[src/rtl/cpu_sequencer_if.sv]
// rtl/cpu_sequencer_if.sv - instruction fetch handshake between sequencer and program memory path
// The sequencer is the master: it requests and addresses, memory answers with the byte.
interface cpu_sequencer_if #(
   parameter int PC_WIDTH = 8
);
   logic                fetch_req;
   logic [PC_WIDTH-1:0] pc;
   logic                instr_valid;
   logic [7:0]          instruction;

   modport master (
      output fetch_req,
      output pc,
      input  instr_valid,
      input  instruction
   );

   modport slave (
      input  fetch_req,
      input  pc,
      output instr_valid,
      output instruction
   );
endinterface

[src/rtl/cpu_sequencer.sv]
// rtl/cpu_sequencer.sv - instruction-cycle FSM with program counter, run/step, halt and retire count
// Phase outputs decode from the state register only; instr_done is the lone ena-dependent output.
module cpu_sequencer #(
   parameter int PC_WIDTH  = 8,
   parameter int CNT_WIDTH = 16
) (
   input  logic                 clk,
   input  logic                 rst_n,
   input  logic                 ena,
   input  logic                 run,
   input  logic                 step,
   cpu_sequencer_if.master      fetch,
   output logic [2:0]           state,
   output logic                 ctrl_en,
   output logic                 instr_done,
   output logic                 halted,
   output logic [CNT_WIDTH-1:0] instr_count
);

   localparam logic [7:0] OP_NOP  = 8'h00;
   localparam logic [7:0] OP_HALT = 8'hFF;

   localparam logic [2:0] CODE_FETCH     = 3'b000;
   localparam logic [2:0] CODE_DECODE    = 3'b001;
   localparam logic [2:0] CODE_EXECUTE   = 3'b010;
   localparam logic [2:0] CODE_WRITEBACK = 3'b011;
   localparam logic [2:0] CODE_OUTPUT    = 3'b100;

   typedef enum logic [2:0] {
      ST_IDLE,
      ST_FETCH,
      ST_DECODE,
      ST_EXECUTE,
      ST_WRITEBACK,
      ST_OUTPUT,
      ST_HALT
   } seq_state_t;

   seq_state_t           state_q;
   seq_state_t           state_d;
   logic [PC_WIDTH-1:0]  pc_q;
   logic [CNT_WIDTH-1:0] count_q;
   logic                 fetch_accept;
   logic                 retire;

   assign fetch_accept = ena && (state_q == ST_FETCH) && fetch.instr_valid;
   assign retire       = ena && (state_q == ST_OUTPUT);

   always_ff @(posedge clk or negedge rst_n) begin
      if (!rst_n) begin
         state_q <= ST_IDLE;
      end else if (ena) begin
         state_q <= state_d;
      end
   end

   always_comb begin
      state_d = state_q;
      case (state_q)
         ST_IDLE: begin
            if (run || step) begin
               state_d = ST_FETCH;
            end
         end
         ST_FETCH: begin
            if (fetch.instr_valid) begin
               state_d = ST_DECODE;
            end
         end
         ST_DECODE: begin
            state_d = (fetch.instruction == OP_HALT) ? ST_HALT : ST_EXECUTE;
         end
         // NOP has nothing to write back, so it goes straight to OUTPUT
         ST_EXECUTE: begin
            state_d = (fetch.instruction == OP_NOP) ? ST_OUTPUT : ST_WRITEBACK;
         end
         ST_WRITEBACK: begin
            state_d = ST_OUTPUT;
         end
         ST_OUTPUT: begin
            state_d = run ? ST_FETCH : ST_IDLE;
         end
         ST_HALT: begin
            state_d = ST_HALT;
         end
         default: begin
            state_d = ST_IDLE;
         end
      endcase
   end

   always_ff @(posedge clk or negedge rst_n) begin
      if (!rst_n) begin
         pc_q <= '0;
      end else if (fetch_accept) begin
         pc_q <= pc_q + 1'b1;
      end
   end

   // Saturate rather than wrap so a long run never reports a small count
   always_ff @(posedge clk or negedge rst_n) begin
      if (!rst_n) begin
         count_q <= '0;
      end else if (retire && (count_q != {CNT_WIDTH{1'b1}})) begin
         count_q <= count_q + 1'b1;
      end
   end

   always_comb begin
      state           = CODE_FETCH;
      ctrl_en         = 1'b0;
      fetch.fetch_req = 1'b0;
      case (state_q)
         ST_FETCH: begin
            state           = CODE_FETCH;
            ctrl_en         = 1'b1;
            fetch.fetch_req = 1'b1;
         end
         ST_DECODE: begin
            state   = CODE_DECODE;
            ctrl_en = 1'b1;
         end
         ST_EXECUTE: begin
            state   = CODE_EXECUTE;
            ctrl_en = 1'b1;
         end
         ST_WRITEBACK: begin
            state   = CODE_WRITEBACK;
            ctrl_en = 1'b1;
         end
         ST_OUTPUT: begin
            state   = CODE_OUTPUT;
            ctrl_en = 1'b1;
         end
         default: begin
            state   = CODE_FETCH;
            ctrl_en = 1'b0;
         end
      endcase
   end

   assign fetch.pc    = pc_q;
   assign instr_count = count_q;
   assign halted      = (state_q == ST_HALT);
   assign instr_done  = retire;

endmodule
[src/flat_wrapper.sv]
// flat-port wrapper written by rule: the top's interface ports become plain ports
module cpu_sequencer_flat 
#(
   parameter int PC_WIDTH  = 8,
   parameter int CNT_WIDTH = 16
)
  (clk, rst_n, ena, run, step, state, ctrl_en, instr_done, halted, instr_count, fetch_fetch_req, fetch_pc, fetch_instr_valid, fetch_instruction);
  cpu_sequencer_if #(.PC_WIDTH(PC_WIDTH)) fetch_i ();
  input  logic clk;
  input  logic rst_n;
  input  logic ena;
  input  logic run;
  input  logic step;
  output logic [2:0] state;
  output logic ctrl_en;
  output logic instr_done;
  output logic halted;
  output logic [CNT_WIDTH-1:0] instr_count;
  output wire logic [$bits(fetch_i.fetch_req)-1:0] fetch_fetch_req;
  output wire logic [$bits(fetch_i.pc)-1:0] fetch_pc;
  input wire logic [$bits(fetch_i.instr_valid)-1:0] fetch_instr_valid;
  input wire logic [$bits(fetch_i.instruction)-1:0] fetch_instruction;
  assign fetch_fetch_req = fetch_i.fetch_req;
  assign fetch_pc = fetch_i.pc;
  assign fetch_i.instr_valid = fetch_instr_valid;
  assign fetch_i.instruction = fetch_instruction;
  cpu_sequencer #(.PC_WIDTH(PC_WIDTH), .CNT_WIDTH(CNT_WIDTH)) u_core (.clk(clk), .rst_n(rst_n), .ena(ena), .run(run), .step(step), .fetch(fetch_i), .state(state), .ctrl_en(ctrl_en), .instr_done(instr_done), .halted(halted), .instr_count(instr_count));
endmodule
[config.mk]
export PLATFORM = sky130hd
export DESIGN_NAME = cpu_sequencer_flat
export DESIGN_NICKNAME = d
export VERILOG_FILES = /design/src/rtl/cpu_sequencer_if.sv /design/src/rtl/cpu_sequencer.sv /design/src/flat_wrapper.sv
export SDC_FILE = /design/constraint.sdc
export NUM_CORES = 1
export LEC_CHECK = 0
export ABC_AREA = 1
export BUFFER_PORTS_ARGS = -buffer_cell sky130_fd_sc_hd__buf_2
export CORE_ASPECT_RATIO = 0.5
export CORE_UTILIZATION = 50
export CTS_BUF_LIST = sky130_fd_sc_hd__clkbuf_8
export DETAILED_ROUTE_END_ITERATION = 6
export PLACE_DENSITY = 0.75
export SETUP_SLACK_MARGIN = 0.1
export SKIP_LAST_GASP = 1
export SYNTH_ARGS = -nofsm -noshare
export SYNTH_HDL_FRONTEND = slang
export SYNTH_SLANG_ARGS = --single-unit
[constraint.sdc]
create_clock -name clk -period 3.4 [get_ports clk]
set_clock_uncertainty 0.15 [all_clocks]
set_input_delay 0 -clock clk [delete_from_list [all_inputs] [get_ports clk]]
set_output_delay 0 -clock clk [all_outputs]
set_load 0.01 [all_outputs]
==> results_dict.tcl <==
set metrics [dict create \
    rr_startpoint "u_core.instr_count[1]" \
    status "finished, violations left" \
    drt-initial-drc-count 102 \
    root_buffer "clkbuf_8" \
    drtAntennaViolNets 0 \
    netlist_instances 248 \
    avgViaCountPerCell 4.78 \
    setup_tns_ps 0 \
    cts_setup_buffers 0 \
    design_area_um2 2040 \
    fin_crit_sh 0.589 \
    r2r_slack_ps 1400 \
    drv_cap 0 \
    ir_drop_mv 0.223 \
    vias 1622 \
    ioPinCount 45 \
    dp_slack_ps 1410 \
    clockBufferDepth 2 \
    finalPower_mw 0.933 \
    initial_utilization 0.545 \
    start_kind "register" \
    min_from "fetch_instruction[1]" \
    cp_data_required_time_ps 3420 \
    reg2reg_depth 8 \
    syn_area_um2 1690 \
    grt_pass1_wl_um 5840 \
    finalMaxSlewViolations 0 \
    num_rows 14 \
    wl_um 3640 \
    dieArea_um2 3630 \
    hp-class "primary input to register" \
    drcViolationCount 10 \
    hold_viol_final 0 \
    postLayoutCoreUtil 0.657 \
    antenna_found_initial 0 \
    layout_min_cycle_time_ps 2000 \
    slew-limit-headroom 0.590 \
    portBuffers 44 \
    clk-insertion-delay-late_ps 270 \
    die_y_um 43.1 \
    seq_area_frac_synth 0.400 \
    final_nets 316 \
    crit_path_max_fanout 18 \
    powerDensity_nw_per_um2 458 \
    routedWlPerCell_um 10.7 \
    failed_checks "DRC" \
    reg2reg_to "u_core.instr_count[14]" \
    grt_max_degree 28 \
    clk_pin_slew_ps 90 \
    gp_congestion 0.859 \
    htreeDepth 1 \
    hpwl_um 2760 \
    setup_viol 0 \
    worstSetupPathType "register to register" \
    grt_pass1_vias 1334 \
    max_freq_mhz 499 \
    ys_types 20 \
    yosysWarningCount 0 \
    syn_nets 264 \
    endpoint_kind "register" \
    layout_setup_ws_ps 1400 \
    drt_first_pass_iters 6 \
    place_area_um2 1940 \
    crit_arrival_ps 2030 \
    drive_gt1_frac 0.194 \
    grt-ovfl-total 0 \
    grt_usage 0.205 \
    fp.dieW_um 84.2 \
    synth-seq-cells 27 \
    antennaDiodeCount 0 \
    cts_sinks 27 \
    coreArea_um2 3100 \
    syn_area_per_cell_um2 6.82 \
    cts_buffers 3 \
    min_to "u_core.state_q[0]" \
    tightestPinTransition_ps 616 \
    area_growth_pct 20.5 \
    cts_tree "built" \
    p_leak_nw 1.12 \
    holdPathStages 8 \
    rsz0062_at_grt "false" \
]
-- sequential cells by signal, summed over array words and instances, names as in the netlist --
signal and count:
u_core.fetch.pc 8, u_core.instr_count 16, u_core.state_q 3
-- logic make-up after synthesis --
| kind of cell | Yosys count | synth area share |
|---|---|---|
| DFF | 27 | 0.400 |
| xor gates and xnor gates | 12 | 0.0622 |
| and+or+nand+nor | 169 | 0.415 |
| AOI/OAI and AO/OA | 10 | 0.0363 |
| adders and majority gates | 2 | 0.0148 |
| buffers and inverters | 28 | 0.0725 |
-- power breakdown --
group	switching, mW	leakage, nW	internal [mW]	total, mW
sequential	0.0632	0.366	0.367	0.430
combinational	0.192	0.735	0.126	0.318
clock	0.101	0.0217	0.0832	0.185
-- cell usage after synthesis --
master,count,area [um^2]
buf_6,2,22.5
dfrtp_1,27,676
ha_1,2,25.0
inv_1,24,90.1
inv_2,1,3.75
inv_4,1,6.26
nand2_1,113,424
nand2_2,1,6.26
nand2_4,1,11.3
nand3_1,10,50.1
nand3b_1,1,7.51
nand4_1,6,37.5
nor2_1,30,113
nor2_2,3,18.8
nor2_4,2,22.5
nor3_1,2,10.0
o21ai_0,9,45.0
o21ai_4,1,16.3
xnor2_1,8,70.1
xor2_1,4,35.0
-- critical path: stages, from the launching register on --
cell     delay [ps]
dfrtp_1         430
ha_1            250
inv_1            90
nor2_4          160
nand2_4          80
o21ai_4         430
inv_4           150
nand2_1         100
nand2_1          50
-- stage by stage --
| stage | instances | hold slack, ps |
|---|---|---|
| 6_report | 339 | 26.0 |
| 4_1_cts | 339 | 20.5 |
| 3_3_place_gp | 330 | -106 |
| 5_1_grt | 339 | 90.3 |
| 3_5_place_dp | 330 | -96.7 |
| 2_1_floorplan | 248 | -446 |
-- area by class of cell --
cell class                      instances  area [um^2]
Multi-Input combinational cell        193          892
Inverter                               26          100
Fill cell                             300         1060
Timing Repair Buffer                   49          270
Clock buffer                            3         41.3
Sequential cell                        27          676
Clock inverter                          1         7.51
Tap cell                               40         50.0
-- placed cells by master (no fill, tap or decap) --
master / n
nor2_1: 30
o21ai_4: 1
ha_1: 2
nand2_4: 1
inv_4: 1
dfrtp_1: 27
nand2_2: 1
nand4_1: 6
nand3b_1: 1
clkinvlp_4: 1
xor2_1: 4
nor2_4: 2
nand2_1: 113
dlygate4sd3_1: 5
clkbuf_8: 3
nor3_1: 2
nand3_1: 10
inv_2: 1
nor2_2: 3
xnor2_1: 8
buf_2: 44
o21ai_0: 9
inv_1: 24
-- repair_timing --
item,CTS,global route
hold buffers,5,0
gates resized for setup,0,0
endpoints found under the hold margin,33,0
-- worst max path at each step --
stage | from | to | slack [ps] | cells after the start
after floorplan | u_core.instr_count[0] | u_core.instr_count[14] | 1640 | 9
after global placement | u_core.instr_count[0] | u_core.instr_count[14] | 1490 | 8
after detailed placement | u_core.instr_count[1] | u_core.instr_count[13] | 1410 | 8
after CTS | u_core.instr_count[1] | u_core.instr_count[13] | 1390 | 8
after global routing | u_core.instr_count[1] | u_core.instr_count[11] | 1250 | 8
final | u_core.instr_count[1] | u_core.instr_count[14] | 1400 | 8
-- layer usage --
| metal | up-vias | wire length (um) | GRT usage |
|---|---|---|---|
| met5 | - | 0 | 0 |
| met4 | 0 | 0 | 0.0207 |
| met3 | 0 | 240 | 0.0467 |
| met2 | 55 | 1530 | 0.333 |
| met1 | 709 | 1870 | 0.292 |
| li1 | 858 | - | - |
No activity file was read; power rests on OpenSTA's default activity.
